File: config.mk
export PLATFORM = sky130hd
export DESIGN_NAME = qspi_arb
export DESIGN_NICKNAME = d
export VERILOG_FILES = /design/src/rtl/qspi_arb.sv
export SDC_FILE = /design/constraint.sdc
export NUM_CORES = 1
export LEC_CHECK = 0
export ABC_AREA = 0
export BUFFER_PORTS_ARGS = -buffer_cell sky130_fd_sc_hd__buf_2
export CAP_MARGIN = 20
export CORE_MARGIN = 2
export CORE_UTILIZATION = 58
export DETAILED_ROUTE_END_ITERATION = 16
export PLACE_DENSITY = 0.85
export RECOVER_POWER = 50
export SLEW_MARGIN = 20
export SYNTH_ARGS = -nofsm -noshare
export SYNTH_HDL_FRONTEND = slang
export SYNTH_SLANG_ARGS = --single-unit
export TNS_END_PERCENT = 10
File: constraint.sdc
create_clock -name clk -period 9.7 [get_ports clk]
set_input_delay 0.485 -clock clk [delete_from_list [all_inputs] [get_ports clk]]
set_output_delay 0.485 -clock clk [all_outputs]
set_load 0.005 [all_outputs]
File: src/rtl/qspi_arb.sv
// qspi_arb: round-robin sequencer for the shared QSPI pin group.
// Grants the bus to the instruction-fetch port (flash, ce0) or the data
// port (PSRAM, ce1) and runs one complete quad transaction per grant:
// CE latch, command, 24-bit address, dummy, data, deselect latch.
module qspi_arb #(
   parameter int FLASH_DUMMY = 6,
   parameter int PSRAM_DUMMY = 6
) (
   input  logic        clk,
   input  logic        rst_n,
   input  logic        if_req,
   input  logic [23:0] if_addr,
   input  logic        if_size,
   output logic [15:0] if_rdata,
   output logic        if_ack,
   input  logic        d_req,
   input  logic        d_we,
   input  logic [23:0] d_addr,
   input  logic        d_size,
   input  logic [15:0] d_wdata,
   output logic [15:0] d_rdata,
   output logic        d_ack,
   output logic        le,
   output logic        sck,
   output logic [3:0]  dq_out,
   output logic [3:0]  dq_oe,
   input  logic [3:0]  dq_in
);

   // S_RST holds outputs at 0 during reset so INIT is visible for exactly
   // one clock after release.
   typedef enum logic [3:0] {
      S_RST, S_INIT, S_IDLE, S_SEL, S_CMD, S_ADDR, S_DUMMY, S_DATA, S_DESEL
   } state_t;

   state_t      state, nxt_state;
   logic [7:0]  cnt, nxt_cnt;
   logic        last_d;
   logic        cur_d, cur_we, cur_size;
   logic [23:0] cur_addr;
   logic [15:0] cur_wdata;
   logic [15:0] rx_buf, rx_nxt;
   logic        grant_d, wr_op, rd_sample, slot_nxt;
   logic [7:0]  dummy_clks, data_clks;

   function automatic logic [3:0] cmd_nib(input logic wr, input logic idx);
      logic [7:0] c;
      c = wr ? 8'h38 : 8'hEB;
      return idx ? c[3:0] : c[7:4];
   endfunction

   function automatic logic [3:0] addr_nib(input logic [23:0] a, input logic [2:0] idx);
      case (idx)
         3'd0:    return a[23:20];
         3'd1:    return a[19:16];
         3'd2:    return a[15:12];
         3'd3:    return a[11:8];
         3'd4:    return a[7:4];
         default: return a[3:0];
      endcase
   endfunction

   // First byte on the wire is wdata[7:0], high nibble first.
   function automatic logic [3:0] wdata_nib(input logic [15:0] w, input logic [1:0] idx);
      case (idx)
         2'd0:    return w[7:4];
         2'd1:    return w[3:0];
         2'd2:    return w[15:12];
         default: return w[11:8];
      endcase
   endfunction

   // Mirror of wdata_nib for the receive direction.
   function automatic logic [15:0] place_nib(input logic [15:0] b, input logic [1:0] idx,
                                             input logic [3:0] nib);
      logic [15:0] r;
      r = b;
      case (idx)
         2'd0:    r[7:4]   = nib;
         2'd1:    r[3:0]   = nib;
         2'd2:    r[15:12] = nib;
         default: r[11:8]  = nib;
      endcase
      return r;
   endfunction

   assign grant_d    = d_req && (!if_req || !last_d);
   assign wr_op      = cur_d && cur_we;
   assign dummy_clks = cur_d ? 8'(2 * PSRAM_DUMMY) : 8'(2 * FLASH_DUMMY);
   assign data_clks  = cur_size ? 8'd8 : 8'd4;
   assign rd_sample  = (state == S_DATA) && cnt[0] && !wr_op;
   assign rx_nxt     = place_nib(rx_buf, cnt[2:1], dq_in);
   assign slot_nxt   = (nxt_state == S_CMD) || (nxt_state == S_ADDR) ||
                       (nxt_state == S_DUMMY) || (nxt_state == S_DATA);

   // Next state and in-state clock counter; cnt[0] is the slot phase (0=A, 1=B).
   always_comb begin
      nxt_state = state;
      nxt_cnt   = cnt + 8'd1;
      case (state)
         S_RST:   begin nxt_state = S_INIT; nxt_cnt = '0; end
         S_INIT:  begin nxt_state = S_IDLE; nxt_cnt = '0; end
         S_IDLE: begin
            nxt_cnt = '0;
            if (if_req || d_req) nxt_state = S_SEL;
         end
         S_SEL:   begin nxt_state = S_CMD; nxt_cnt = '0; end
         S_CMD: begin
            if (cnt == 8'd3) begin nxt_state = S_ADDR; nxt_cnt = '0; end
         end
         S_ADDR: begin
            if (cnt == 8'd11) begin
               nxt_cnt   = '0;
               nxt_state = (wr_op || dummy_clks == 8'd0) ? S_DATA : S_DUMMY;
            end
         end
         S_DUMMY: begin
            if (cnt == dummy_clks - 8'd1) begin nxt_state = S_DATA; nxt_cnt = '0; end
         end
         S_DATA: begin
            if (cnt == data_clks - 8'd1) begin nxt_state = S_DESEL; nxt_cnt = '0; end
         end
         S_DESEL: begin nxt_state = S_IDLE; nxt_cnt = '0; end
         default: begin nxt_state = S_RST; nxt_cnt = '0; end
      endcase
   end

   // FSM state plus registered pin drive and port responses for the next cycle.
   always_ff @(posedge clk) begin
      if (!rst_n) begin
         state    <= S_RST;
         cnt      <= '0;
         last_d   <= 1'b0;
         le       <= 1'b0;
         sck      <= 1'b0;
         dq_out   <= 4'h0;
         dq_oe    <= 4'h0;
         if_ack   <= 1'b0;
         d_ack    <= 1'b0;
         if_rdata <= 16'h0;
         d_rdata  <= 16'h0;
      end else begin
         state <= nxt_state;
         cnt   <= nxt_cnt;
         le    <= (nxt_state == S_INIT) || (nxt_state == S_SEL) || (nxt_state == S_DESEL);
         sck   <= slot_nxt && nxt_cnt[0];
         case (nxt_state)
            S_INIT, S_DESEL: begin
               dq_out <= 4'b0011;
               dq_oe  <= 4'b0011;
            end
            S_SEL: begin
               // dq[0]=ce0_n, dq[1]=ce1_n: PSRAM pulls ce1 low, flash ce0.
               dq_out <= grant_d ? 4'b0001 : 4'b0010;
               dq_oe  <= 4'b0011;
            end
            S_CMD: begin
               dq_oe <= 4'hF;
               if (!nxt_cnt[0]) dq_out <= cmd_nib(wr_op, nxt_cnt[1]);
            end
            S_ADDR: begin
               dq_oe <= 4'hF;
               if (!nxt_cnt[0]) dq_out <= addr_nib(cur_addr, nxt_cnt[3:1]);
            end
            S_DATA: begin
               dq_oe <= wr_op ? 4'hF : 4'h0;
               if (!nxt_cnt[0]) dq_out <= wr_op ? wdata_nib(cur_wdata, nxt_cnt[2:1]) : 4'h0;
            end
            default: begin
               dq_out <= 4'h0;
               dq_oe  <= 4'h0;
            end
         endcase
         if_ack <= (state == S_DATA) && (nxt_state == S_DESEL) && !cur_d;
         d_ack  <= (state == S_DATA) && (nxt_state == S_DESEL) && cur_d;
         if (state == S_IDLE && nxt_state == S_SEL) last_d <= grant_d;
         // Last read nibble goes straight to the port so rdata is valid with ack.
         if (rd_sample && nxt_state == S_DESEL) begin
            if (cur_d) d_rdata  <= rx_nxt;
            else       if_rdata <= rx_nxt;
         end
      end
   end

   // Transaction fields captured at grant, plus the receive assembly buffer.
   always_ff @(posedge clk) begin
      if (state == S_IDLE && nxt_state == S_SEL) begin
         cur_d     <= grant_d;
         cur_we    <= grant_d && d_we;
         cur_addr  <= grant_d ? d_addr : if_addr;
         cur_size  <= grant_d ? d_size : if_size;
         cur_wdata <= d_wdata;
         rx_buf    <= 16'h0;
      end else if (rd_sample) begin
         rx_buf <= rx_nxt;
      end
   end

endmodule

== After elaboration in Yosys (flattened, before gate mapping) ==
Index checks and enable logic that the tools add are counted.

* Bitwise logic cells: 1
* Equality and inequality tests: 29
* Add/sub/neg operators: 2
* Muxes and demuxes: 30
* Reduce and logical (&&, ||, !) cells: 35

{| class="wikitable"
|+ Operator list
! operator !! number
|-
| 2-to-1 mux 4 bit || 16
|-
| case mux 4 bit (5 select lines) || 2
|-
| equality test 4 x 3 -> 1 bit (second input constant) || 8
|-
| 2-to-1 mux 8 bit || 4
|-
| case mux 4 bit (8 select lines) || 1
|-
| 2-to-1 mux 24 bit || 1
|-
| case mux 4 bit (3 select lines) || 2
|-
| case mux 8 bit (3 select lines) || 1
|-
| equality test 4 x 2 -> 1 bit (second input constant) || 3
|-
| logical AND 1 bit || 11
|-
| adder 8 x 1 -> 8 bit (second input constant) || 1
|-
| equality test 4 x 1 -> 1 bit (second input constant) || 2
|-
| equality test 4 bit (second input constant) || 2
|-
| equality test 8 x 2 -> 1 bit (second input constant) || 1
|-
| equality test 8 x 4 -> 1 bit (second input constant) || 1
|-
| equality test 8 bit || 1
|-
| OR reduction 2 bit || 4
|-
| logical OR 1 bit || 7
|-
| equality test 3 x 2 -> 1 bit (second input constant) || 2
|-
| inequality test 2 bit (second input constant) || 3
|-
| OR reduction 3 bit || 2
|-
| subtractor 4 x 1 -> 5 bit (second input constant) || 1
|-
| equality test 2 x 1 -> 1 bit (second input constant) || 2
|-
| equality test 2 bit (second input constant) || 2
|-
| 11 further kinds || 17
|}

* Logic and storage cells: 114
* Register bits: 116
* Input port bits: 75

== Depth between registers and ports, before layout ==
Gate-level depths: netlist of run 1.

* Word-level depth: 10
* Gate-level depth with buffers: 11
* Gate-level depth less buffers: 8

== Worst setup path before layout of run 1 ==
OpenSTA, ideal clock, no wires.

* Path type: register -> register
* Start: reg state[1]
* End: reg cur_addr[0], enable pin
* Path slack: 6,635 ps
* Buffers on the path: 3
* Arrival time: 2,640 ps
* Data required time: 9,276 ps
* Stages on the path, launching flop included: 6
* Cell sequence: dfxtp_1 -> buf_2 -> o21ai_1 -> nor4_1 -> clkbuf_1 -> clkbuf_1

* Cells in the longest elaborated chain, start to end: 5

{| class="wikitable"
|+ RTL lines
! item !! RTL line !! source
|-
| from (decl) || 36 || <nowiki>state_t state, nxt_state;</nowiki>
|-
| from (signal assigned) || 143 || <nowiki>state <= nxt_state;</nowiki>
|-
| equality test 4 bit or equality test 4 x 1 -> 1 bit (tied branches) || 100 || <nowiki>case (state)</nowiki>
|-
| OR reduction 2 bit (no source line) || -- ||
|-
| case mux 4 bit (8 select lines) || 100 ||
|-
| equality test 4 x 2 -> 1 bit || 187 || <nowiki>if (state == S_IDLE && nxt_state == S_SEL) begin</nowiki>
|-
| logical AND 1 bit * || 187 ||
|-
| to (signal assigned) || 190 || <nowiki>cur_addr <= grant_d ? d_addr : if_addr;</nowiki>
|-
| to (decl) || 40 || <nowiki>logic [23:0] cur_addr;</nowiki>
|}

Every way passes the cells marked *; elsewhere a longest branch is shown, timed or not.
A chain may end at the register's enable or synchronous reset.

== Worst setup path after layout of run 1 ==
* Start: reg state[1]
* End: reg dq_out[1]

* Cells in the longest elaborated chain, start to end: 8

{| class="wikitable"
|+ RTL lines
! item !! RTL line !! source
|-
| equality test 4 x 3 -> 1 bit || 100 ||
|-
| OR reduction 2 bit (no source line) || -- ||
|-
| case mux 8 bit (3 select lines) || 100 ||
|-
| equality test 2 bit, or another cell as far along || 65 || <nowiki>case (idx)</nowiki>
|-
| case mux 4 bit (3 select lines) || 65 ||
|-
| 2-to-1 mux 4 bit (2 in series) || 167 || <nowiki>if (!nxt_cnt[0]) dq_out <= wr_op ? wdata_nib(cur_wdata, nxt_cnt[2:1]) : 4'h0;</nowiki>
|-
| case mux 4 bit (5 select lines) || 147 || <nowiki>case (nxt_state)</nowiki>
|-
| to (signal assigned) || 154 || <nowiki>dq_out <= grant_d ? 4'b0001 : 4'b0010;</nowiki>
|-
| to (signal assigned) || 159 || <nowiki>if (!nxt_cnt[0]) dq_out <= cmd_nib(wr_op, nxt_cnt[1]);</nowiki>
|-
| to (signal assigned) || 167 ||
|-
| to (decl) || 25 || <nowiki>output logic [3:0] dq_out,</nowiki>
|}

Several ways; a longest one is shown, not always the timed one. The select of a mux whose other input is x is not followed.

==> impl_results.rst, run 1 <==
.. list-table::
   :header-rows: 1

   * - Metric
     - Value
   * - Clock network latency to the later pin of the worst-skew pair
     - 0.51 ns
   * - Outcome
     - finished with violations
   * - Leading post-synthesis cells by instance count
     - sky130_fd_sc_hd__dfxtp_1 (71), sky130_fd_sc_hd__nand2_1 (52), sky130_fd_sc_hd__edfxtp_1 (43)
   * - Number of instances in the placed design
     - 665
   * - Number of enable-type register cells in the synthesized netlist
     - 43
   * - Sequential area share after synthesis
     - 51.7%
   * - Reg2reg start
     - state[1]
   * - Reg power frac
     - 41.5%
   * - Final layout net count
     - 652
   * - Number of buffers added by the clock tree synthesis step
     - 17
   * - Ratio of routed vias to standard cells
     - 6.18
   * - GR Util All Layers
     - 27.8%
   * - Worst-Margin Slew
     - 3.27 ns
   * - Clock transition at the registers of the reported paths
     - 0.06 ns
   * - Io pins
     - 119
   * - Area fraction of the dominant cell type after synthesis
     - 27.1%
   * - Number of standard cells in the final layout excluding fillers
     - 697
   * - Clock root buffer
     - sky130_fd_sc_hd__clkbuf_8
   * - Maximum level of the CTS H-tree
     - 4
   * - Share of async-settable or async-resettable flops after synthesis
     - 0%
   * - Start point of the critical path
     - state[1]
   * - Initial Util
     - 59.9%
   * - Worst setup skew after layout
     - 0.00665 ns
   * - Leading post-synthesis cells by cell area
     - sky130_fd_sc_hd__dfxtp_1 (27%), sky130_fd_sc_hd__edfxtp_1 (25%), sky130_fd_sc_hd__o211a_1 (6.1%), sky130_fd_sc_hd__mux2_2 (5.6%), sky130_fd_sc_hd__nand2_1 (3.7%)
   * - Fraction of final layout cells with drive strength greater than 1
     - 30.2%
   * - Synthesis warning total
     - 0
   * - Signed area change from the synthesized netlist to the final layout
     - 21.6%
   * - Power share of the combinational group
     - 13.3%
   * - Antenna violations before repair
     - 0
   * - Overall power of the completed layout
     - 1.38 mW
   * - Switching Fraction
     - 26.2%
   * - Die X
     - 99.1 um
   * - Final worst-path cycle share
     - 44.7%
   * - Net count after synthesis
     - 547
   * - Min-delay src
     - d_wdata[10]
   * - Number of sinks on the clock net
     - 114
   * - Row cnt
     - 34
   * - Via count of the first global-routing pass
     - 4338
   * - TritonCTS clock tree
     - yes
   * - Wire length of the first global-routing pass
     - 21500 um
   * - Synth Instances
     - 471
   * - Final RePlAce weighted congestion
     - 0.872
   * - Maximum number of pins on one net before global-route repair
     - 63
   * - Top-count cell post-synth
     - sky130_fd_sc_hd__dfxtp_1
   * - Crit path required time
     - 10.14 ns
   * - Clock Tree Buf Depth
     - 2
   * - DR WL/cell
     - 19.2 um
   * - Count of antenna diodes in the layout
     - 0
   * - Relative slew slack
     - -118%
   * - Total setup buffers inserted after CTS
     - 0
   * - Number of hold-slack violations in the final timing report
     - 0
   * - Power density of the placed cells
     - 216 mW/mm2
   * - Netlist area before placement
     - 0.00525 mm2
   * - Die boundary height
     - 99.1 um
   * - Max VDD drop
     - 0.102 mV
   * - Unrepaired setup endpoints after global routing
     - no
   * - First drt pass iteration count
     - 6
   * - Cell variety after synth
     - 64
   * - Remaining global-route overflow
     - 0
   * - Top FF cell, synth
     - sky130_fd_sc_hd__dfxtp_1
   * - Count of unresolved DRC violations after routing
     - 0
   * - Number of buffers added to fix hold violations after cts
     - 0
   * - Flip-flop and latch count after synthesis
     - 114
   * - Hold crit path type
     - input port to flop
   * - Mean area per synthesized cell
     - 11.1 um2
   * - Highest clock rate
     - 231 MHz
   * - Violated checks
     - capacitance limit, slew limit
   * - Highest fanout seen on the critical path
     - 62
   * - Category of the most critical setup path
     - flop to flop
   * - # setup viols final
     - 0
   * - Minimum period implied by the final worst setup slack
     - 4.33 ns
   * - Dpl ws
     - 6.38 ns
   * - Lkg Pwr
     - 2.81 nW
   * - Setup total negative slack
     - 0 ns
   * - Core outline area
     - 0.00876 mm2
   * - Quantity of gates resized following cts
     - 0
   * - Vias post-DR
     - 4307
   * - Remaining antenna violation count after routing
     - 0
   * - Sort of element at the start of the critical path
     - flop
   * - Clock network power share
     - 45.2%
   * - Half-perimeter wire length of the detailed placement result
     - 8360 um
   * - Switching power of the nets
     - 360 uW
   * - Overall die area
     - 0.00983 mm2
   * - Final WL
     - 13400 um
   * - Yosys top cell by area
     - sky130_fd_sc_hd__dfxtp_1
   * - Final critical-path setup slack
     - 5.37 ns
   * - Detailed Route Iter0 Violations
     - 374
   * - Setup crit end kind
     - flop
   * - Total count of max-transition violations in the final report
     - 93
   * - # Max-Cap Violations
     - 2
   * - Internal power component
     - 1.02 mW
   * - Data arrival time at the worst-slack endpoint
     - 4.77 ns
   * - Total of buffers placed on input and output ports
     - 118
==> critical path, cell delays in order (launching register included) <==
cell                       delay (ns)
sky130_fd_sc_hd__dfxtp_1         0.63
sky130_fd_sc_hd__o21ai_0         0.22
sky130_fd_sc_hd__nor4_1          0.31
sky130_fd_sc_hd__clkbuf_1        2.34
sky130_fd_sc_hd__nor2b_1         0.34
sky130_fd_sc_hd__a311o_1         0.15
sky130_fd_sc_hd__a211oi_1        0.06
sky130_fd_sc_hd__o21ai_1         0.15
==> through the flow <==
stage / instance area (um2) / hold WS, ns / util (%)
floorplan: 5250 / 0.446 / -
global placement: 5830 / 0.455 / 66.6
detailed placement: 5830 / 0.454 / 66.6
CTS: 6440 / 0.134 / 73.5
global route: 6380 / 0.132 / 72.8
finish: 6380 / 0.145 / 72.8
==> flip-flops by register name (all words and copies together), names as in the netlist, 2 cells and up <==
name       flops
cur_addr      24
cur_wdata     16
dq_oe          2
dq_out         4
if_rdata      16
rx_buf        16
d_rdata       16
state          4
cnt            8
==> worst paths after layout <==
kind	to	slack, ns	depth (start not counted)
worst max register to register	dq_out[1]	5.37	7
worst min-delay path	cur_wdata[10]	0.15	1
worst max-delay path	dq_out[1]	5.37	7
worst min register to register	dq_out[1]	0.48	2
==> cell type report <==
cell class | instances | area, um2
flip-flops and latches | 114 | 2710
well taps | 108 | 135
clock buffers | 23 | 514
repair buffers | 120 | 573
fillers | 586 | 2380
inverters | 5 | 18.8
clock inverters | 9 | 88.8
multi-input cells | 318 | 2340
==> layout by cell type (no fill, tap or decap), types with 3 or more instances in the layout <==
master | synthesis | final
sky130_fd_sc_hd__buf_2 | 9 | 98
sky130_fd_sc_hd__mux2_1 | 0 | 5
sky130_fd_sc_hd__nand2_1 | 52 | 52
sky130_fd_sc_hd__mux2_2 | 26 | 21
sky130_fd_sc_hd__mux2i_1 | 18 | 18
sky130_fd_sc_hd__nor2b_1 | 5 | 5
sky130_fd_sc_hd__and2_0 | 0 | 3
sky130_fd_sc_hd__o21ai_0 | 7 | 8
sky130_fd_sc_hd__nor2_1 | 41 | 41
sky130_fd_sc_hd__nand2b_1 | 3 | 3
sky130_fd_sc_hd__o21ai_1 | 5 | 4
sky130_fd_sc_hd__clkbuf_16 | 0 | 19
sky130_fd_sc_hd__a211oi_1 | 21 | 21
sky130_fd_sc_hd__o21a_1 | 4 | 4
sky130_fd_sc_hd__a2111oi_2 | 3 | 3
sky130_fd_sc_hd__a311oi_1 | 4 | 4
sky130_fd_sc_hd__xnor2_1 | 5 | 5
sky130_fd_sc_hd__inv_1 | 5 | 5
sky130_fd_sc_hd__nand3_1 | 6 | 6
sky130_fd_sc_hd__and3_1 | 5 | 4
sky130_fd_sc_hd__xor2_1 | 6 | 6
sky130_fd_sc_hd__clkbuf_1 | 17 | 23
sky130_fd_sc_hd__o211a_1 | 32 | 32
sky130_fd_sc_hd__a21oi_1 | 12 | 12
sky130_fd_sc_hd__nor3_1 | 6 | 6
sky130_fd_sc_hd__nand4_1 | 4 | 4
sky130_fd_sc_hd__dfxtp_1 | 71 | 71
sky130_fd_sc_hd__a221oi_1 | 3 | 3
sky130_fd_sc_hd__edfxtp_1 | 43 | 43
==> routing by layer <==
layer / global-route usage [%] / share of wire [%] / vias to the layer above
li1: - / - / 1966
met1: 34.6 / 40 / 2050
met2: 45.4 / 50 / 245
met3: 6.18 / 7.1 / 46
met4: 14.6 / 3.2 / 0
met5: 0 / 0 / -
==> power groups by stage <==
stage                     Combinational, mW  Clock [mW]  Sequential [mW]
after floorplan                       0.136           0            0.566
after global placement                0.170           0            0.574
after detailed placement              0.177           0            0.576
after CTS                             0.184       0.623            0.568
after global routing                  0.199       0.644            0.575
final                                 0.184       0.622            0.571
==> logic make-up (layout without fill, tap and decap cells) <==
family	Yosys count	count (layout)	share of synthesized area, %
mux	44	44	9.01
xor+xnor	12	12	2.15
flops	114	114	51.7
simple gates	144	144	14.6
fa+ha+maj	1	1	0.238
buf+inv	39	157	3.50
compound gates	117	117	18.9
No activity file was read; power rests on OpenSTA's default activity.
==> run 2: changes to the inputs <==
CORE_UTILIZATION = 54   (was 58)
PLACE_DENSITY = 0.8   (was 0.85)
clock period = 4 ns   (was 9.7 ns; I/O delays follow)
==> run 2 against run 1 <==
The flow still finishes with violations (capacitance limit, slew limit). Die area grew 7.1%. Global-route usage grew 0.30 points. Non-clock buffer count rose by 61. Utilization increased by 2.1 points. Hold slack got worse by 0.13 ns. Worst setup slack got worse by 4.8 ns. Count of clock-buffer cells in the layout is 4 lower. Wire length grew 6.7%. Sequential power is 140% higher. Flip-flop and latch count stayed put. Clock power up 140%. Design area grew 9.5%.
==> impl_results.rst, run 2 (synthesis results as in run 1) <==
.. list-table::
   :header-rows: 1

   * - Metric
     - Value
   * - Clock transition at the registers of the reported paths
     - 0.06 ns
   * - Final WL
     - 14200 um
   * - Setup crit end kind
     - flop
   * - Count of unresolved DRC violations after routing
     - 0
   * - Outcome
     - finished with violations
   * - Final layout net count
     - 713
   * - Antenna violations before repair
     - 0
   * - Row cnt
     - 35
   * - Signed area change from the synthesized netlist to the final layout
     - 33.1%
   * - # setup viols final
     - 0
   * - Number of sinks on the clock net
     - 114
   * - Clock root buffer
     - sky130_fd_sc_hd__clkbuf_8
   * - Minimum period implied by the final worst setup slack
     - 3.44 ns
   * - Violated checks
     - capacitance limit, slew limit
   * - Hold crit path type
     - input port to flop
   * - Setup slack of the most critical reg-to-reg path
     - 0.56 ns
   * - Number of buffers added by the clock tree synthesis step
     - 17
   * - Wire length of the first global-routing pass
     - 22200 um
   * - Total of buffers placed on input and output ports
     - 118
   * - Die X
     - 103 um
   * - End point of the critical path
     - dq_out[0]
   * - Worst setup skew after layout
     - 0.00850 ns
   * - Worst-Margin Slew
     - 1.54 ns
   * - Max VDD drop
     - 0.332 mV
   * - Clock Tree Buf Depth
     - 2
   * - Sort of element at the start of the critical path
     - flop
   * - Fraction of final layout cells with drive strength greater than 1
     - 26.8%
   * - GR Util All Layers
     - 28.1%
   * - Min-delay src
     - if_addr[0]
   * - Remaining global-route overflow
     - 0
   * - Number of hold-slack violations in the final timing report
     - 0
   * - Total setup buffers inserted after CTS
     - 0
   * - # Max-Cap Violations
     - 1
   * - Initial Util
     - 56.3%
   * - Via count of the first global-routing pass
     - 4411
   * - Reg2reg start
     - cnt[0]
   * - Data arrival time at the worst-slack endpoint
     - 3.82 ns
   * - Core outline area
     - 0.00933 mm2
   * - Count of antenna diodes in the layout
     - 0
   * - Overall die area
     - 0.0105 mm2
   * - Io pins
     - 119
   * - Number of standard cells in the final layout excluding fillers
     - 779
   * - Final worst-path cycle share
     - 85.9%
   * - Final RePlAce weighted congestion
     - 0.895
   * - Maximum number of pins on one net before global-route repair
     - 63
   * - Half-perimeter wire length of the detailed placement result
     - 8700 um
   * - Top library cells by usage in the layout, fill and taps aside
     - sky130_fd_sc_hd__buf_2 (87), sky130_fd_sc_hd__dfxtp_1 (71), sky130_fd_sc_hd__dlygate4sd3_1 (56), sky130_fd_sc_hd__nand2_1 (52), sky130_fd_sc_hd__edfxtp_1 (43)
   * - Detailed Route Iter0 Violations
     - 367
   * - Unrepaired setup endpoints after global routing
     - no
   * - Ratio of routed vias to standard cells
     - 5.80
   * - DR WL/cell
     - 18.3 um
   * - Number of instances in the placed design
     - 691
   * - Start point of the critical path
     - cnt[0]
   * - Lkg Pwr
     - 3.02 nW
   * - Power density of the placed cells
     - 480 mW/mm2
   * - FILL cells
     - 610
   * - Remaining antenna violation count after routing
     - 0
   * - Total count of max-transition violations in the final report
     - 63
   * - Clock network latency to the later pin of the worst-skew pair
     - 0.51 ns
   * - Die boundary height
     - 103 um
   * - Category of the most critical setup path
     - flop to flop
   * - Register containing the most flip-flops in the final layout
     - cur_addr
   * - Highest clock rate
     - 291 MHz
   * - Vias post-DR
     - 4517
   * - Setup total negative slack
     - 0 ns
   * - Relative slew slack
     - -2.66%
   * - Capture point of the worst reg-to-reg path
     - dq_out[0]
   * - Final core occ
     - 74.9%
   * - Crit path required time
     - 4.38 ns
   * - Most common library cell in the layout ignoring fill and taps
     - sky130_fd_sc_hd__buf_2
   * - Flip-flop count of the largest register, all copies and words added
     - 24
   * - Highest fanout seen on the critical path
     - 12
   * - TritonCTS clock tree
     - yes
   * - First drt pass iteration count
     - 8
   * - Worst reg2reg path depth
     - 8
   * - Maximum level of the CTS H-tree
     - 4
-- run 2: cell count changes in the layout (fill, tap and decap cells not counted), moves of 3 or more --
cell	change
sky130_fd_sc_hd__clkbuf_1	+7
sky130_fd_sc_hd__buf_2	-11
sky130_fd_sc_hd__dlygate4sd3_1	+56
sky130_fd_sc_hd__buf_4	+5
sky130_fd_sc_hd__inv_8	+3
-- run 2: final cells by class --
cell class / instances / area (um2) / area share (%)
Sequential cell: 114 / 2710 / 38.8
Multi-Input combinational cell: 318 / 2350 / 33.6
Timing Repair Buffer: 181 / 1160 / 16.6
Clock buffer: 19 / 447 / 6.39
Tap cell: 129 / 161 / 2.31
Clock inverter: 13 / 140 / 2.01
Inverter: 5 / 18.8 / 0.269
-- run 2: how the worst min path moves through the flow --
| stage | cells after the start | slack, ns | to |
|---|---|---|---|
| detailed placement | 1 | 0.38 | cur_wdata[5] |
| CTS | 2 | 0.001 | cur_addr[2] |
| global placement | 1 | 0.38 | cur_wdata[13] |
| finish | 2 | 0.02 | cur_addr[0] |
| floorplan | 0 | 0.30 | cur_wdata[0] |
| global route | 2 | -0.004 | cur_addr[22] |
-- run 2: power by group --
part	switching (mW)	leakage (nW)	internal [mW]
clock network	0.592	0.293	0.892
registers	0.0655	0.966	1.31
logic	0.263	1.76	0.226
-- run 2: timing repair --
item | in CTS | in global routing
endpoints found under the hold margin | 35 | 2
setup endpoints to repair | 0 | 0
gates resized for setup | 0 | 0
hold buffers | 53 | 3
-- run 2: per-layer routing --
layer / vias to the layer above / track usage (%) / part of all wire, % / wire, um
li1: 2093 / - / - / -
met1: 2178 / 34.1 / 39 / 5610
met2: 217 / 48.7 / 53 / 7500
met3: 29 / 6.24 / 6.1 / 871
met4: 0 / 11.1 / 1.9 / 271
met5: - / 0 / 0 / 0
-- run 2: per-stage QoR --
stage | power [mW] | setup slack [ns] | hold WS [ns] | instance area, um2
floorplan | 1.70 | 0.935 | 0.299 | 5250
global placement | 1.81 | 0.891 | 0.377 | 5900
detailed placement | 1.83 | 0.743 | 0.378 | 5900
CTS | 3.34 | 0.694 | 0.00125 | 7020
global route | 3.47 | 0.318 | -0.00437 | 6990
finish | 3.35 | 0.565 | 0.0166 | 6990
-- run 2: worst max-delay path, cell delays in order, from the launching register on --
cell and delay, ns:
sky130_fd_sc_hd__dfxtp_1 0.48, sky130_fd_sc_hd__ha_1 0.37, sky130_fd_sc_hd__nand2b_1 0.24, sky130_fd_sc_hd__nor3_4 0.50, sky130_fd_sc_hd__a311oi_1 0.23, sky130_fd_sc_hd__nor4_4 0.81
sky130_fd_sc_hd__a211oi_2 0.24, sky130_fd_sc_hd__a221oi_1 0.31, sky130_fd_sc_hd__a31oi_1 0.14
